--- config.mk ---
export PLATFORM = sky130hd
export DESIGN_NAME = mem_lsu
export DESIGN_NICKNAME = d
export VERILOG_FILES = /design/src/rtl/mem_lsu_pkg.sv /design/src/rtl/mem_lsu_align.sv /design/src/rtl/mem_lsu.sv
export SDC_FILE = /design/constraint.sdc
export NUM_CORES = 1
export LEC_CHECK = 0
export CAP_MARGIN = 20
export CORE_AREA = 2 2 134 136
export CTS_CLUSTER_DIAMETER = 30
export DETAILED_ROUTE_END_ITERATION = 16
export DIE_AREA = 0 0 136 138
export PLACE_DENSITY_LB_ADDON = 0.25
export SLEW_MARGIN = 0
export SYNTH_ARGS = -nofsm -noshare
export SYNTH_HDL_FRONTEND = slang
export SYNTH_SLANG_ARGS = --single-unit
--- constraint.sdc ---
create_clock -name clk -period 9.55 [get_ports clk]
set_clock_uncertainty 0.05 [all_clocks]
set_input_delay 2.865 -clock clk [delete_from_list [all_inputs] [get_ports clk]]
set_output_delay 2.865 -clock clk [all_outputs]
set_load 0.03 [all_outputs]
--- src/rtl/mem_lsu_pkg.sv ---
// Shared definitions for the memory-access stage.
// Memory aluop codes, exception bit positions, FSM states, decoder.
package mem_lsu_pkg;

    localparam logic [7:0] OP_LB  = 8'he0;
    localparam logic [7:0] OP_LH  = 8'he1;
    localparam logic [7:0] OP_LW  = 8'he3;
    localparam logic [7:0] OP_LBU = 8'he4;
    localparam logic [7:0] OP_LHU = 8'he5;
    localparam logic [7:0] OP_SB  = 8'he8;
    localparam logic [7:0] OP_SH  = 8'he9;
    localparam logic [7:0] OP_SW  = 8'heb;
    localparam logic [7:0] OP_LL  = 8'hf0;
    localparam logic [7:0] OP_SC  = 8'hf8;

    localparam int EXC_ADEL = 4;
    localparam int EXC_ADES = 5;

    typedef enum logic [1:0] {
        S_IDLE      = 2'd0,
        S_WAIT_RESP = 2'd1,
        S_DONE      = 2'd2,
        S_DRAIN     = 2'd3
    } lsu_state_e;

    typedef enum logic [1:0] {
        SZ_NONE = 2'd0,
        SZ_BYTE = 2'd1,
        SZ_HALF = 2'd2,
        SZ_WORD = 2'd3
    } lsu_size_e;

    typedef struct packed {
        logic      load;
        logic      store;
        logic      sc;
        lsu_size_e size;
    } lsu_dec_t;

    function automatic lsu_dec_t lsu_decode(input logic [7:0] op);
        lsu_dec_t d;
        d.load  = 1'b0;
        d.store = 1'b0;
        d.sc    = 1'b0;
        d.size  = SZ_NONE;
        case (op)
            OP_LB, OP_LBU: begin
                d.load = 1'b1;
                d.size = SZ_BYTE;
            end
            OP_LH, OP_LHU: begin
                d.load = 1'b1;
                d.size = SZ_HALF;
            end
            OP_LW, OP_LL: begin
                d.load = 1'b1;
                d.size = SZ_WORD;
            end
            OP_SB: begin
                d.store = 1'b1;
                d.size  = SZ_BYTE;
            end
            OP_SH: begin
                d.store = 1'b1;
                d.size  = SZ_HALF;
            end
            OP_SW: begin
                d.store = 1'b1;
                d.size  = SZ_WORD;
            end
            OP_SC: begin
                d.store = 1'b1;
                d.sc    = 1'b1;
                d.size  = SZ_WORD;
            end
            default: ;
        endcase
        return d;
    endfunction

endpackage

--- src/rtl/mem_lsu_align.sv ---
// Byte-lane steering for stores and load extraction/extension.
// Purely combinational; little-endian lanes.
module mem_lsu_align
    import mem_lsu_pkg::*;
(
    input  logic [7:0]  aluop,
    input  logic [1:0]  off,
    input  logic [31:0] store_data,
    input  logic [31:0] load_raw,
    output logic [3:0]  wstrb,
    output logic [31:0] wdata_lane,
    output logic [31:0] load_data
);

    logic [7:0]  ld_byte;
    logic [15:0] ld_half;

    assign ld_byte = load_raw[{off, 3'b000} +: 8];
    assign ld_half = off[1] ? load_raw[31:16] : load_raw[15:0];

    always_comb begin
        wstrb      = 4'b0000;
        wdata_lane = store_data;
        load_data  = load_raw;
        case (aluop)
            OP_LB:  load_data = {{24{ld_byte[7]}}, ld_byte};
            OP_LBU: load_data = {24'b0, ld_byte};
            OP_LH:  load_data = {{16{ld_half[15]}}, ld_half};
            OP_LHU: load_data = {16'b0, ld_half};
            OP_SB: begin
                wstrb      = 4'b0001 << off;
                wdata_lane = {4{store_data[7:0]}};
            end
            OP_SH: begin
                wstrb      = off[1] ? 4'b1100 : 4'b0011;
                wdata_lane = {2{store_data[15:0]}};
            end
            OP_SW, OP_SC: wstrb = 4'b1111;
            default: ;
        endcase
    end

endmodule

--- src/rtl/mem_lsu.sv ---
// Memory-access stage: decode, alignment check, one cache
// transaction per instruction, and stall until it completes.
module mem_lsu
    import mem_lsu_pkg::*;
#(
    parameter int ADDR_W = 32,
    parameter int DATA_W = 32
) (
    input  logic              clk,
    input  logic              rst,
    input  logic              flush,
    input  logic              mem_hold_i,
    input  logic [7:0]        aluop_i,
    input  logic [31:0]       mem_addr_i,
    input  logic [DATA_W-1:0] reg2_i,
    input  logic [DATA_W-1:0] wdata_i,
    input  logic [31:0]       exception_type_i,
    input  logic              llbit_i,
    output logic              dc_req_valid_o,
    input  logic              dc_req_ready_i,
    output logic [ADDR_W-1:0] dc_req_addr_o,
    output logic [3:0]        dc_req_wstrb_o,
    output logic [DATA_W-1:0] dc_req_wdata_o,
    input  logic              dc_resp_valid_i,
    input  logic [DATA_W-1:0] dc_resp_rdata_i,
    output logic [DATA_W-1:0] wdata_o,
    output logic [31:0]       exception_type_o,
    output logic [31:0]       badvaddr_o,
    output logic              stallreq_o
);

    lsu_dec_t    dec;
    lsu_state_e  state_q, state_d;
    logic [31:0] rdata_q;
    logic        misal, go, req_v, stall;
    logic [3:0]  strb;
    logic [31:0] lane_wdata, ld_data, res, exc_add;

    assign dec   = lsu_decode(aluop_i);
    assign misal = (dec.size == SZ_HALF && mem_addr_i[0])
                || (dec.size == SZ_WORD && mem_addr_i[1:0] != 2'b00);

    // Only an aligned, exception-free op (and a live SC) touches the cache.
    assign go = (dec.load || dec.store) && !misal
             && (exception_type_i == 32'b0)
             && !(dec.sc && !llbit_i);

    mem_lsu_align u_align (
        .aluop      (aluop_i),
        .off        (mem_addr_i[1:0]),
        .store_data (reg2_i),
        .load_raw   (rdata_q),
        .wstrb      (strb),
        .wdata_lane (lane_wdata),
        .load_data  (ld_data)
    );

    always_ff @(posedge clk or negedge rst) begin
        if (!rst) begin
            state_q <= S_IDLE;
            rdata_q <= 32'b0;
        end else begin
            state_q <= state_d;
            if (state_q == S_WAIT_RESP && dc_resp_valid_i && !flush)
                rdata_q <= dc_resp_rdata_i;
        end
    end

    always_comb begin
        state_d = state_q;
        req_v   = 1'b0;
        stall   = 1'b0;
        case (state_q)
            S_IDLE: begin
                if (go && !flush) begin
                    req_v = 1'b1;
                    stall = 1'b1;
                    if (dc_req_ready_i)
                        state_d = S_WAIT_RESP;
                end
            end
            S_WAIT_RESP: begin
                stall = 1'b1;
                if (flush)
                    state_d = dc_resp_valid_i ? S_IDLE : S_DRAIN;
                else if (dc_resp_valid_i)
                    state_d = S_DONE;
            end
            S_DONE: begin
                if (flush || !mem_hold_i)
                    state_d = S_IDLE;
            end
            S_DRAIN: begin
                stall = go;
                if (dc_resp_valid_i)
                    state_d = S_IDLE;
            end
            default: state_d = S_IDLE;
        endcase
    end

    always_comb begin
        res = wdata_i;
        if (dec.load || dec.store) begin
            res = 32'b0;
            if (state_q == S_DONE) begin
                if (dec.load)
                    res = ld_data;
                else if (dec.sc)
                    res = 32'd1;
            end
        end
    end

    always_comb begin
        exc_add           = 32'b0;
        exc_add[EXC_ADEL] = misal && dec.load;
        exc_add[EXC_ADES] = misal && dec.store;
    end

    // Outputs are forced low while reset is held, mid-transaction too.
    assign dc_req_valid_o   = rst && req_v;
    assign dc_req_addr_o    = dc_req_valid_o
                            ? {mem_addr_i[ADDR_W-1:2], 2'b00} : '0;
    assign dc_req_wstrb_o   = dc_req_valid_o ? strb : 4'b0;
    assign dc_req_wdata_o   = dc_req_valid_o ? lane_wdata : '0;
    assign stallreq_o       = rst && stall;
    assign wdata_o          = rst ? res : '0;
    assign exception_type_o = rst ? (exception_type_i | exc_add) : 32'b0;
    assign badvaddr_o       = (rst && misal) ? mem_addr_i : 32'b0;

endmodule
==> impl_results.md <==
* Root Driver: clkbuf_16
* Hold Path End: rdata_q[1]
* Reg2reg end: rdata_q[7]
* Initial antenna violation count at 5
* Psw at 0.162 mW
* Hold buffers post-CTS at 0
* Die Width at 136 um
* FP Rows at 49
* Nets@finish at 998
* Tot Pwr at 0.533 mW
* Register area share after synthesis at 21.6%
* DRC at 0
* Final setup viols at 0
* Endpoint class of the critical path: output pin
* Dpl hpwl at 16.1 mm
* Synth area leader: dfrtp_1
* Die area at 18800 sq um
* Hold WC Path Type: reg2reg
* Iter 0 DRT Violations at 154
* Vias in the first global route at 5008
* CORE AREA at 17500 sq um
* CP startpoint kind: input port
* Power Density at 70.6 nW/um^2
* DR WL/cell at 18.9 um
* Worst-path clk slew at 0.05 ns
* Hold Path Stages at 1
* Met1 Wirelength at 7.46 mm
* Max Cap Viol at 0
* WP data required at 6.64 ns
* CP Max Fanout at 19
* H-tree depth at 2
* Hold_sp: rdata_q[1]
* Setup bufs post-CTS at 0
* 1st-pass router iterations at 4
* Filler Cell Count at 1787
* Cts bufs inserted at 5
* Sw frac at 30.5%
* FMAX at 112 MHz
* Clock network power share at 30.6%
* Post-synth top area share at 21.6%
* Yosys warns at 0
* Slew @ Worst Pin at 0.825 ns
* Max Slew Vio Count at 0
* Gate power share at 39.5%
* Synthesized netlist cell count at 513
* Hold Fails Final Rpt at 0
* RSZ-0062 raised after global routing: false
* Clock Tree Buf Depth at 2
* Unique masters post-synth at 58
* Relative slew slack at 45.0%
* Tot GR Track Use at 20.2%
* Starting Density at 22.5%
* Resized Gates After CTS at 0
* Metal2 WL at 10.5 mm
* Internal Power at 0.370 mW
* Synthesis-stage register bit count at 34
* Critical Path AT at 6.05 ns
* Seq pwr share at 29.9%
* First-pass GRT wire length at 29.6 mm
* Clock Latency Late Sink at 0.27 ns
* Post-layout util at 43.0%
* Top Metal Used: met5
* Outcome: finished, final reports clean
* Cell Area, Placed at 7390 sq um
* Area Growth Syn to Fin at 91.6%
* Final TNS setup at 0 ns
* Final Critical Period at 8.97 ns
* VDD IR max at 0.0000936 V
* Avg Vias per Cell at 4.76
* Most frequent cells in the layout: 270 x clkdlybuf4s50_1, 71 x and2_1, 70 x buf_4, 58 x nor2_1, 51 x nand2_1
* Reg2reg start: state_q[1]
* Final Cell Area at 7550 sq um
* Synthesized area per cell at 7.68 sq um
* Reg-to-reg slack, setup at 7.81 ns
* Grt ovf at 0
* R2R depth at 4
* DRT antenna net count at 0
* Layout cells sized above 1 at 17.6%
* Pre-CTS WS at 0.551 ns
* Worst setup path class: in2out
* Period utilization at 93.9%
* Gpl congestion at 0.847
* Commonest non-fill, non-tap cell in the layout: clkdlybuf4s50_1
* Synth top area cells: dfrtp_1 22%, and2_1 11%, mux2_2 9.7%
* Routed wl met3 at 1.67 mm
* Synth async-reset ratio at 100%
* Synth Cell Area at 3940 sq um
* PortBufs at 338
* # IOs at 341
* LEAKAGE at 3.23 nW
* Post-synth top flop: dfrtp_1
* Via count at 5022
* Largest net degree at the start of global routing at 71
* CTS tree: done
* Die Span Y at 138 um
* Number of flops mapped to enable cells by yosys at 0
* Worst setup margin at 0.584 ns
* Clock Sinks at 34
* Final WL at 19.9 mm
==> Yosys cell counts (2+ instances only) <==
| cell type | instances |
|---|---|
| and2_1 | 71 |
| nor2_1 | 58 |
| nand2_1 | 51 |
| dfrtp_1 | 34 |
| mux2_2 | 34 |
| and3_1 | 33 |
| clkbuf_1 | 23 |
| mux2i_1 | 23 |
| a21oi_1 | 22 |
| o21ai_0 | 22 |
| a211oi_1 | 13 |
| o21ai_2 | 11 |
| nor4_1 | 10 |
| a221o_1 | 8 |
| buf_6 | 8 |
| buf_2 | 7 |
| nor3_1 | 7 |
| o31a_1 | 6 |
| buf_4 | 5 |
| nand3_1 | 5 |
| o31ai_1 | 5 |
| a22oi_1 | 4 |
| buf_1 | 4 |
| inv_1 | 4 |
| nor2b_1 | 4 |
| nand3b_1 | 3 |
| nor3_2 | 3 |
| a211oi_2 | 2 |
| a22o_1 | 2 |
| nand4b_1 | 2 |
| or3b_1 | 2 |
==> logic make-up (layout without fill, tap and decap cells) <==
family	after synthesis	after routing	share of synthesized area [%]
flops	34	34	21.6
compound gates	107	107	19.1
xor+xnor	1	1	0.222
mux	58	58	16.1
other cells	1	5	0.0952
simple gates	259	259	35.5
buf+inv	53	363	7.30
==> registers in the layout (all words and copies together), names as in the netlist <==
| register | count |
|---|---|
| rdata_q | 32 |
| state_q | 2 |
==> power groups by stage <==
stage	sequential, mW	clock (mW)	combinational, mW
6_report	0.159	0.163	0.210
3_3_place_gp	0.162	0	0.210
2_1_floorplan	0.158	0	0.0898
5_1_grt	0.160	0.173	0.226
3_5_place_dp	0.162	0	0.210
4_1_cts	0.159	0.166	0.211
==> metal layers <==
metal,vias to the layer above,global-route usage [%]
met3,22,4.95
met4,4,4.82
met5,-,0
li1,2454,-
met2,205,37.2
met1,2337,23.1
==> layout make-up <==
cell class	instances	area (sq um)	share of cell area, %
Antenna cell	3	7.51	0.0995
Clock buffer	7	143	1.89
Clock inverter	1	5.00	0.0663
Inverter	5	18.8	0.249
Multi-Input combinational cell	427	2810	37.2
Sequential cell	34	851	11.3
Tap cell	229	287	3.80
Timing Repair Buffer	350	3430	45.4
==> worst max-delay path by stage <==
stage	startpoint	end	slack [ns]
final	aluop_i[4]	wdata_o[19]	0.58
after global routing	aluop_i[4]	wdata_o[19]	0.33
after floorplan	aluop_i[4]	dc_req_wdata_o[24]	1.88
after detailed placement	aluop_i[4]	wdata_o[18]	0.55
after global placement	aluop_i[4]	wdata_o[17]	0.64
after CTS	aluop_i[4]	wdata_o[19]	0.57
==> critical path, cell delays in order <==
cell,delay (ns)
clkdlybuf4s50_1,0.87
or3b_1,0.44
a21oi_1,0.16
o21ai_1,0.14
or2_1,0.54
o21ai_0,0.30
clkdlybuf4s50_1,0.71
==> stage by stage <==
stage	hold WS, ns	std cells
after CTS	0.475	1053
after detailed placement	0.464	1045
after floorplan	0.431	514
after global placement	0.468	1045
final	0.478	1056
after global routing	0.487	1056
Power figures use the tool's default switching activity.
